`config.mk`:
```
export PLATFORM = sky130hd
export DESIGN_NAME = controle_execucao
export DESIGN_NICKNAME = d
export VERILOG_FILES = /design/src/rtl/controle_execucao_pkg.sv /design/src/rtl/controle_execucao_debouncer.sv /design/src/rtl/controle_execucao.sv
export SDC_FILE = /design/constraint.sdc
export NUM_CORES = 1
export LEC_CHECK = 0
export CORE_UTILIZATION = 50
export DETAILED_ROUTE_END_ITERATION = 8
export GPL_TIMING_DRIVEN = 0
export PLACE_DENSITY = 0.72
export SLEW_MARGIN = 25
export SYNTH_ARGS = -nofsm -noshare
export SYNTH_HDL_FRONTEND = slang
export SYNTH_HIERARCHICAL = 1
export SYNTH_SLANG_ARGS = --single-unit
```
`constraint.sdc`:
```
create_clock -name clock -period 5.62 [get_ports clock]
set_input_delay 0.562 -clock clock [delete_from_list [all_inputs] [get_ports clock]]
set_output_delay 0.562 -clock clock [all_outputs]
set_load 0.02 [all_outputs]
```
`src/rtl/controle_execucao_pkg.sv`:
```
// Shared definitions for controle_execucao: decoder enable codes and the
// execution FSM state encoding.
package pkg_controle;

  localparam logic [1:0] EN_WAIT_IN  = 2'd0;
  localparam logic [1:0] EN_RUN      = 2'd1;
  localparam logic [1:0] EN_WAIT_OUT = 2'd2;

  typedef enum logic [1:0] {
    ST_RUN      = 2'd0,
    ST_WAIT_IN  = 2'd1,
    ST_WAIT_OUT = 2'd2,
    ST_HALTED   = 2'd3
  } state_t;

  // Code 3 is not issued by the decoder but is tolerated as a run request.
  function automatic logic is_run_code(input logic [1:0] code);
    return (code == EN_RUN) || (code == 2'd3);
  endfunction

endpackage

```
`src/rtl/controle_execucao_debouncer.sv`:
```
// debouncer_botao: accepts a new level on din only after DEBOUNCE_CYCLES
// consecutive samples that differ from the currently accepted level.
module debouncer_botao #(
  parameter int   DEBOUNCE_CYCLES = 500000,
  parameter logic RESET_LEVEL     = 1'b1
) (
  input  logic clock,
  input  logic reset_n,
  input  logic din,
  output logic dout
);

  localparam int CNT_W = (DEBOUNCE_CYCLES > 1) ? $clog2(DEBOUNCE_CYCLES) : 1;

  logic [CNT_W-1:0] cnt_reg, cnt_next;
  logic             level_reg, level_next;

  always_comb begin
    cnt_next   = cnt_reg;
    level_next = level_reg;
    if (din == level_reg) begin
      cnt_next = '0;
    end else if (cnt_reg == CNT_W'(DEBOUNCE_CYCLES - 1)) begin
      level_next = din;
      cnt_next   = '0;
    end else begin
      cnt_next = cnt_reg + CNT_W'(1);
    end
  end

  always_ff @(posedge clock or negedge reset_n) begin
    if (!reset_n) begin
      cnt_reg   <= '0;
      level_reg <= RESET_LEVEL;
    end else begin
      cnt_reg   <= cnt_next;
      level_reg <= level_next;
    end
  end

  assign dout = level_reg;

endmodule

```
`src/rtl/controle_execucao.sv`:
```
// controle_execucao: execution-enable FSM, push-button press detector and
// preemption quantum timer. Define CONTROLE_DEBOUNCE_EN to insert debouncer_botao.
module controle_execucao
  import pkg_controle::*;
#(
  parameter int TIMER_W         = 16,
  parameter int DEBOUNCE_CYCLES = 500000,
  parameter int SYNC_STAGES     = 2
) (
  input  logic               clock,
  input  logic               reset_n,
  input  logic [1:0]         enable_clock,
  input  logic               halt,
  input  logic               set_clock,
  input  logic [TIMER_W-1:0] timer_value,
  input  logic               get_interruption,
  input  logic               button,
  output logic               cpu_enable,
  output logic               wait_in,
  output logic               wait_out,
  output logic               halted,
  output logic               timer_irq
);

`ifdef CONTROLE_DEBOUNCE_EN
  localparam bit DEBOUNCE_ON = 1'b1;
`else
  localparam bit DEBOUNCE_ON = 1'b0;
`endif

  // Button path: synchronizer, optional debouncer, falling-edge detector.
  logic [SYNC_STAGES-1:0] sync_reg;
  logic                   sync_out;
  logic                   level;
  logic                   level_d_reg;
  logic                   press_reg;

  always_ff @(posedge clock or negedge reset_n) begin
    if (!reset_n) begin
      sync_reg    <= '1;
      level_d_reg <= 1'b1;
      press_reg   <= 1'b0;
    end else begin
      sync_reg    <= {sync_reg[SYNC_STAGES-2:0], button};
      level_d_reg <= level;
      press_reg   <= level_d_reg & ~level;
    end
  end

  assign sync_out = sync_reg[SYNC_STAGES-1];

  generate
    if (DEBOUNCE_ON && (DEBOUNCE_CYCLES > 0)) begin : g_debounce
      debouncer_botao #(
        .DEBOUNCE_CYCLES(DEBOUNCE_CYCLES),
        .RESET_LEVEL    (1'b1)
      ) u_debouncer (
        .clock  (clock),
        .reset_n(reset_n),
        .din    (sync_out),
        .dout   (level)
      );
    end else begin : g_bypass
      assign level = sync_out;
    end
  endgenerate

  // Execution FSM
  state_t state_reg, state_next;
  logic   enable_raw;
  logic   wait_in_reg, wait_out_reg, halted_reg;

  always_comb begin
    state_next = state_reg;
    enable_raw = 1'b0;
    unique case (state_reg)
      ST_RUN: begin
        enable_raw = ~halt & is_run_code(enable_clock);
        if (halt)
          state_next = ST_HALTED;
        else if (enable_clock == EN_WAIT_IN)
          state_next = ST_WAIT_IN;
        else if (enable_clock == EN_WAIT_OUT)
          state_next = ST_WAIT_OUT;
      end
      ST_WAIT_IN, ST_WAIT_OUT: begin
        enable_raw = press_reg;
        if (press_reg)
          state_next = ST_RUN;
      end
      ST_HALTED: begin
        enable_raw = 1'b0;
      end
      default: begin
        state_next = ST_RUN;
      end
    endcase
  end

  // Reset must also mask the combinational enable while it is held.
  assign cpu_enable = enable_raw & reset_n;

  always_ff @(posedge clock or negedge reset_n) begin
    if (!reset_n) begin
      state_reg    <= ST_RUN;
      wait_in_reg  <= 1'b0;
      wait_out_reg <= 1'b0;
      halted_reg   <= 1'b0;
    end else begin
      state_reg    <= state_next;
      wait_in_reg  <= (state_next == ST_WAIT_IN);
      wait_out_reg <= (state_next == ST_WAIT_OUT);
      halted_reg   <= (state_next == ST_HALTED);
    end
  end

  assign wait_in  = wait_in_reg;
  assign wait_out = wait_out_reg;
  assign halted   = halted_reg;

  // Quantum timer: advances, loads and acknowledges only in enabled cycles.
  logic [TIMER_W-1:0] count_reg, count_next;
  logic               armed_reg, armed_next;
  logic               irq_reg, irq_next;
  logic               expire;

  always_comb begin
    count_next = count_reg;
    armed_next = armed_reg;
    irq_next   = irq_reg;
    expire     = 1'b0;
    if (cpu_enable) begin
      if (set_clock) begin
        count_next = timer_value;
        armed_next = |timer_value;
      end else if (armed_reg && (count_reg != '0)) begin
        count_next = count_reg - TIMER_W'(1);
        if (count_reg == TIMER_W'(1)) begin
          expire     = 1'b1;
          armed_next = 1'b0;
        end
      end
      if (expire)
        irq_next = 1'b1;
      else if (get_interruption)
        irq_next = 1'b0;
    end
  end

  always_ff @(posedge clock or negedge reset_n) begin
    if (!reset_n) begin
      count_reg <= '0;
      armed_reg <= 1'b0;
      irq_reg   <= 1'b0;
    end else begin
      count_reg <= count_next;
      armed_reg <= armed_next;
      irq_reg   <= irq_next;
    end
  end

  assign timer_irq = irq_reg;

endmodule

```
==> flow_summary.json, run 1 <==
{
  "grt_pass1_vias": 1426,
  "tritoncts": "yes",
  "min_path_type": "in -> async",
  "grt_antenna_before_repair": 0,
  "p_int_mw": 0.4407,
  "initial_core_util": 0.5315,
  "crit_fanout": 10,
  "critPathCaptureType": "primary output",
  "ant_nets": 0,
  "power.density_nw_per_um2": 382.9,
  "slowest_delay_ns": 0.69,
  "worst_path_max_delay_cell": "clkdlybuf4s50_1",
  "crit_required_ns": 5.06,
  "coreArea_um2": 3103,
  "area_growth_pct": 21.85,
  "placed_area_um2": 1979,
  "dieWidth_um": 59.43,
  "fin_worst_skew_ns": 0.002107,
  "timing.final.crit_share": 0.5689,
  "num_rows": 20,
  "cts_resized": 0,
  "fin_nets": 236,
  "drt_iter0_drc": 78,
  "p_leak_nw": 0.8005,
  "clkSinkCount": 27,
  "relSlewSlack": 0.4855,
  "startpoint_type": "primary input",
  "cts_hold_buf": 0,
  "synth-edff-count": 0,
  "first_pass_iters": 4,
  "clkPwrFrac": 0.112,
  "synth_cell_types": 50,
  "drive_gt1_frac": 0.1111,
  "gp_congestion": 0.9307,
  "stdcell_count": 251,
  "path_cells": "clkdlybuf4s50_1 > and3b_1 > o21ai_2 > inv_4 > clkbuf_1 > clkdlybuf4s50_1",
  "insertion_delay_ns": 0.33,
  "vias": 1519,
  "grt_start_max_net_pins": 29,
  "die_h_um": 59.43,
  "synth_async_sr_flop_share": 1.000,
  "setup_tns_ns": 0,
  "max_cap_violations": 0,
  "gr-total-overflow": 0,
  "fmax_ghz": 0.3128,
  "critPathBufInv": 4,
  "synth-seq-area-share": 0.4120,
  "arrival_ns": 2.64,
  "crit_family": "buffers and inverters",
  "post-route-drc-count": 0,
  "finalCoreUtilization": 0.6476,
  "root_buffer": "clkbuf_4",
  "postCtsSetupBuffers": 0,
  "largest_reg_flops": 16,
  "sequentialPowerShare": 0.441,
  "vdd_drop_max_v": 0.0002189,
  "sw_frac_of_total": 0.4273,
  "clkSlewWorstSetupHoldPaths_ns": 0.15,
  "dp.cells": 247,
  "dp_hpwl_um": 3013,
  "numCtsBuffers": 3,
  "io_pins": 29,
  "yosys_register_bits": 27,
  "synth-main-ff-cell": "dfrtp_1",
  "clockBufferDepth": 2,
  "status": "finished, final reports clean",
  "finalCriticalPeriod_ns": 3.197,
  "power_mw": 0.7695,
  "via_per_inst": 6.052,
  "grt_pass1_wl_um": 6527,
  "routedWlPerCell_um": 15.83,
  "syn_area_per_cell_um2": 9.423,
  "drv_slew": 0,
  "pwr-share-comb": 0.447,
  "netlist_instances": 175,
  "yosysWarnings": 6,
  "net-switching-power_mw": 0.3288,
  "cpMostUsedCell": "clkdlybuf4s50_1",
  "dieArea_um2": 3532,
  "wirelength_um": 3974,
  "design_area_um2": 2009,
  "rsz0062_at_grt": "false",
  "hold_violations": 0,
  "port-buffer-count": 28,
  "cts_max_level": 1,
  "setup_viol": 0,
  "synth_area_um2": 1649,
  "antennaDiodeCount": 0,
  "critPathKind": "in -> out",
  "worstMarginPinSlew_ns": 0.7690,
  "synth_nets": 203,
  "track_usage": 0.2467
}
cell families (layout without fill, tap and decap cells):
kind of cell             Yosys count  in the layout  share of synthesized area
multiplexers                       3              3                    0.01821
flip-flops                        27             27                     0.4120
AND/OR/NAND/NOR                   78             78                     0.2807
adder cells (fa/ha/maj)            4              4                    0.03035
buffers and inverters             18             50                    0.05159
AO/OA/AOI/OAI                     45             45                     0.2071
worst register-to-register path, stage by stage (launching register included):
cell,delay [ns]
dfrtp_1,0.40
inv_1,0.06
ha_1,0.25
and3b_1,0.24
o21ai_2,0.14
nor2_1,0.66
nor2_4,0.14
a211o_1,0.32
Yosys cell counts, types with 3 or more instances:
| library cell | instances | area (um2) |
|---|---|---|
| o32ai_1 | 3 | 26.28 |
| dfstp_2 | 3 | 78.83 |
| nand3_1 | 7 | 35.03 |
| inv_1 | 12 | 45.04 |
| o311ai_0 | 3 | 26.28 |
| or3_1 | 3 | 18.77 |
| nor2b_1 | 4 | 25.02 |
| nor2_1 | 13 | 48.80 |
| nor4_1 | 8 | 50.05 |
| dfrtp_1 | 24 | 600.6 |
| a21oi_1 | 8 | 40.04 |
| mux2i_1 | 3 | 30.03 |
| nand2_1 | 19 | 71.32 |
| ha_1 | 4 | 50.05 |
| clkbuf_1 | 3 | 11.26 |
| nor3_1 | 5 | 25.02 |
| o22ai_1 | 6 | 37.54 |
| nand4_1 | 3 | 18.77 |
layer usage:
metal | GRT usage | part of all wire | vias up
li1 | - | - | 733
met1 | 0.3315 | 0.45 | 721
met2 | 0.4061 | 0.47 | 56
met3 | 0.02402 | 0.057 | 9
met4 | 0.09864 | 0.020 | 0
met5 | 0 | 0 | -
area by class of cell:
type / count / area (um2)
fill: 292 / 1094
buffer: 5 / 33.78
timing repair buffer: 28 / 275.3
sequential: 27 / 679.4
clock inverter: 1 / 7.507
multi-input combinational: 130 / 884.6
inverter: 13 / 51.30
tap: 44 / 55.05
clock buffer: 3 / 22.52
worst paths after layout:
check	startpoint	to	slack, ns	depth (start not counted)
worst max-delay path	enable_clock[0]	cpu_enable	2.42	6
worst min-delay path	reset_n	count_reg[14]	0.22	1
worst max register to register	state_reg[0]	count_reg[13]	3.31	7
worst min register to register	sync_reg[0]	sync_reg[1]	0.37	0
max in group asynchronous	reset_n	halted	4.99	1
min in group clock	sync_reg[0]	sync_reg[1]	0.37	0
metrics by stage:
stage | worst slack, ns | hold WS, ns
after floorplan | 3.634 | 0.2664
after global placement | 1.551 | 0.3464
after detailed placement | 2.423 | 0.3489
after CTS | 2.414 | 0.2354
after global routing | 2.229 | 0.2646
final | 2.423 | 0.2169
cell usage in the layout, fill, tap and decap left out, types with 3 or more instances in the layout:
cell / count
a21oi_1: 8
clkbuf_1: 3
clkbuf_4: 3
clkdlybuf4s50_1: 27
dfrtp_1: 24
dfstp_2: 3
ha_1: 4
inv_1: 12
mux2i_1: 3
nand2_1: 19
nand3_1: 7
nand4_1: 3
nor2_1: 13
nor2b_1: 4
nor3_1: 5
nor4_1: 8
o22ai_1: 6
o311ai_0: 3
o32ai_1: 3
or3_1: 3
power groups by stage:
stage,Combinational (mW),Sequential (mW),Clock (mW)
floorplan,0.237,0.337,0
global placement,0.329,0.340,0
detailed placement,0.342,0.342,0
CTS,0.343,0.338,0.0910
global route,0.379,0.348,0.0977
finish,0.344,0.340,0.0859
No activity file was read; power rests on OpenSTA's default activity.
==> run 2, diff against run 1 <==
clock period = 3.2 ns   (was 5.62 ns; I/O delays follow)
==> flow_summary.json, run 2 (synthesized netlist as in run 1, its figures left out) <==
{
  "routedLengthMet1_um": 1911,
  "regToRegSetupSlack_ns": 0.90,
  "cts_resized": 0,
  "drive_gt1_frac": 0.1154,
  "clkPwrFrac": 0.113,
  "coreArea_um2": 3103,
  "ant_nets": 0,
  "routedWlPerCell_um": 16.49,
  "highest_layer": "met4",
  "gp_congestion": 0.9307,
  "status": "finished, final reports clean",
  "dieWidth_um": 59.43,
  "dp_hpwl_um": 3013,
  "via_per_inst": 6.175,
  "rsz0062_at_grt": "false",
  "first_pass_iters": 4,
  "pwr-share-comb": 0.449,
  "io_pins": 29,
  "arrival_ns": 2.62,
  "crit_fanout": 10,
  "max_cap_violations": 0,
  "cts_hold_buf": 1,
  "insertion_delay_ns": 0.33,
  "finalCriticalPeriod_ns": 2.942,
  "num_rows": 20,
  "final_cell_mix": "clkdlybuf4s50_1 (27), dfrtp_1 (24), nand2_1 (19), nor2_1 (13), inv_1 (12)",
  "fmax_ghz": 0.3399,
  "net-switching-power_mw": 0.5829,
  "largest_reg_flops": 16,
  "port-buffer-count": 28,
  "setup_viol": 0,
  "grt_pass1_wl_um": 6686,
  "cts_max_level": 1,
  "setup_tns_ns": 0,
  "root_buffer": "clkbuf_4",
  "power_mw": 1.359,
  "relSlewSlack": 0.4613,
  "r2r_end": "count_reg[13]",
  "hold_violations": 0,
  "finalCoreUtilization": 0.6540,
  "fin_nets": 237,
  "r2r_cells": 7,
  "wirelength_um": 4156,
  "timing.final.crit_share": 0.9194,
  "layout_commonest_cell": "clkdlybuf4s50_1",
  "post-route-drc-count": 0,
  "critPathKind": "reg -> out",
  "grt_pass1_vias": 1438,
  "numCtsBuffers": 3,
  "wl_met2_um": 1948,
  "power.density_nw_per_um2": 669.8,
  "crit_required_ns": 2.88,
  "dieArea_um2": 3532,
  "gr-total-overflow": 0,
  "p_leak_nw": 0.8098,
  "p_int_mw": 0.7765,
  "min_path_type": "in -> async",
  "dr_wl_met3_um": 193,
  "drv_slew": 0,
  "vdd_drop_max_v": 0.0003847,
  "critPathCaptureType": "primary output",
  "antennaDiodeCount": 0,
  "sequentialPowerShare": 0.439,
  "worstMarginPinSlew_ns": 0.8050,
  "startpoint_type": "register",
  "fin_worst_skew_ns": 0.001119,
  "drt_iter0_drc": 84,
  "grt_antenna_before_repair": 0,
  "tritoncts": "yes",
  "die_h_um": 59.43,
  "sw_frac_of_total": 0.4288,
  "worstReg2RegStart": "state_reg[0]",
  "vias": 1556,
  "initial_core_util": 0.5315,
  "area_growth_pct": 23.07,
  "postCtsSetupBuffers": 0,
  "track_usage": 0.2545,
  "clkSlewWorstSetupHoldPaths_ns": 0.15,
  "grt_start_max_net_pins": 25,
  "clkSinkCount": 27,
  "clockBufferDepth": 2
}
-- run 2: per-stage QoR --
step | cells | instance area [um2] | hold slack (ns) | worst slack, ns
5_1_grt | 252 | 2029 | 0.02165 | 0.09938
2_1_floorplan | 175 | 1649 | 0.02441 | 1.266
6_report | 252 | 2029 | 0.03093 | 0.2579
3_5_place_dp | 247 | 1979 | 0.3489 | 0.4873
3_3_place_gp | 247 | 1984 | 0.3464 | -0.3849
4_1_cts | 252 | 2029 | 0.02443 | 0.2710
-- run 2: how the worst max path moves through the flow --
stage | startpoint | slack (ns) | cells after the start | end
after floorplan | state_reg[0] | 1.27 | 8 | timer_irq
after global placement | reset_n | -0.38 | 5 | cpu_enable
after detailed placement | enable_clock[0] | 0.49 | 6 | cpu_enable
after CTS | state_reg[0] | 0.27 | 7 | cpu_enable
after global routing | state_reg[0] | 0.1 | 7 | cpu_enable
final | state_reg[0] | 0.26 | 7 | cpu_enable
-- run 2: final cells by class --
type	instances	area [um2]
flip-flops and latches	27	679.4
well taps	44	55.05
clock buffers	3	22.52
inverters	13	51.30
fillers	280	1074
repair buffers	29	295.3
multi-input cells	130	884.6
plain buffers	5	33.78
clock inverters	1	7.507
-- run 2: layer usage --
layer,global-route usage,vias up
met5,0,-
met4,0.1054,0
met2,0.4189,62
met1,0.3425,746
li1,-,735
met3,0.02183,13
-- run 2: critical path, cell delays in order (launching register included) --
cell and delay, ns:
dfrtp_1 0.40, inv_1 0.06, ha_1 0.25, and3b_1 0.24, o21ai_2 0.14, inv_4 0.12
clkbuf_1 0.38, clkdlybuf4s50_1 0.70
-- run 2: power groups by stage --
stage,clock network [mW],registers [mW],logic [mW]
floorplan,0,0.591,0.416
global placement,0,0.597,0.579
detailed placement,0,0.601,0.601
CTS,0.160,0.593,0.606
global route,0.172,0.611,0.671
finish,0.153,0.596,0.610
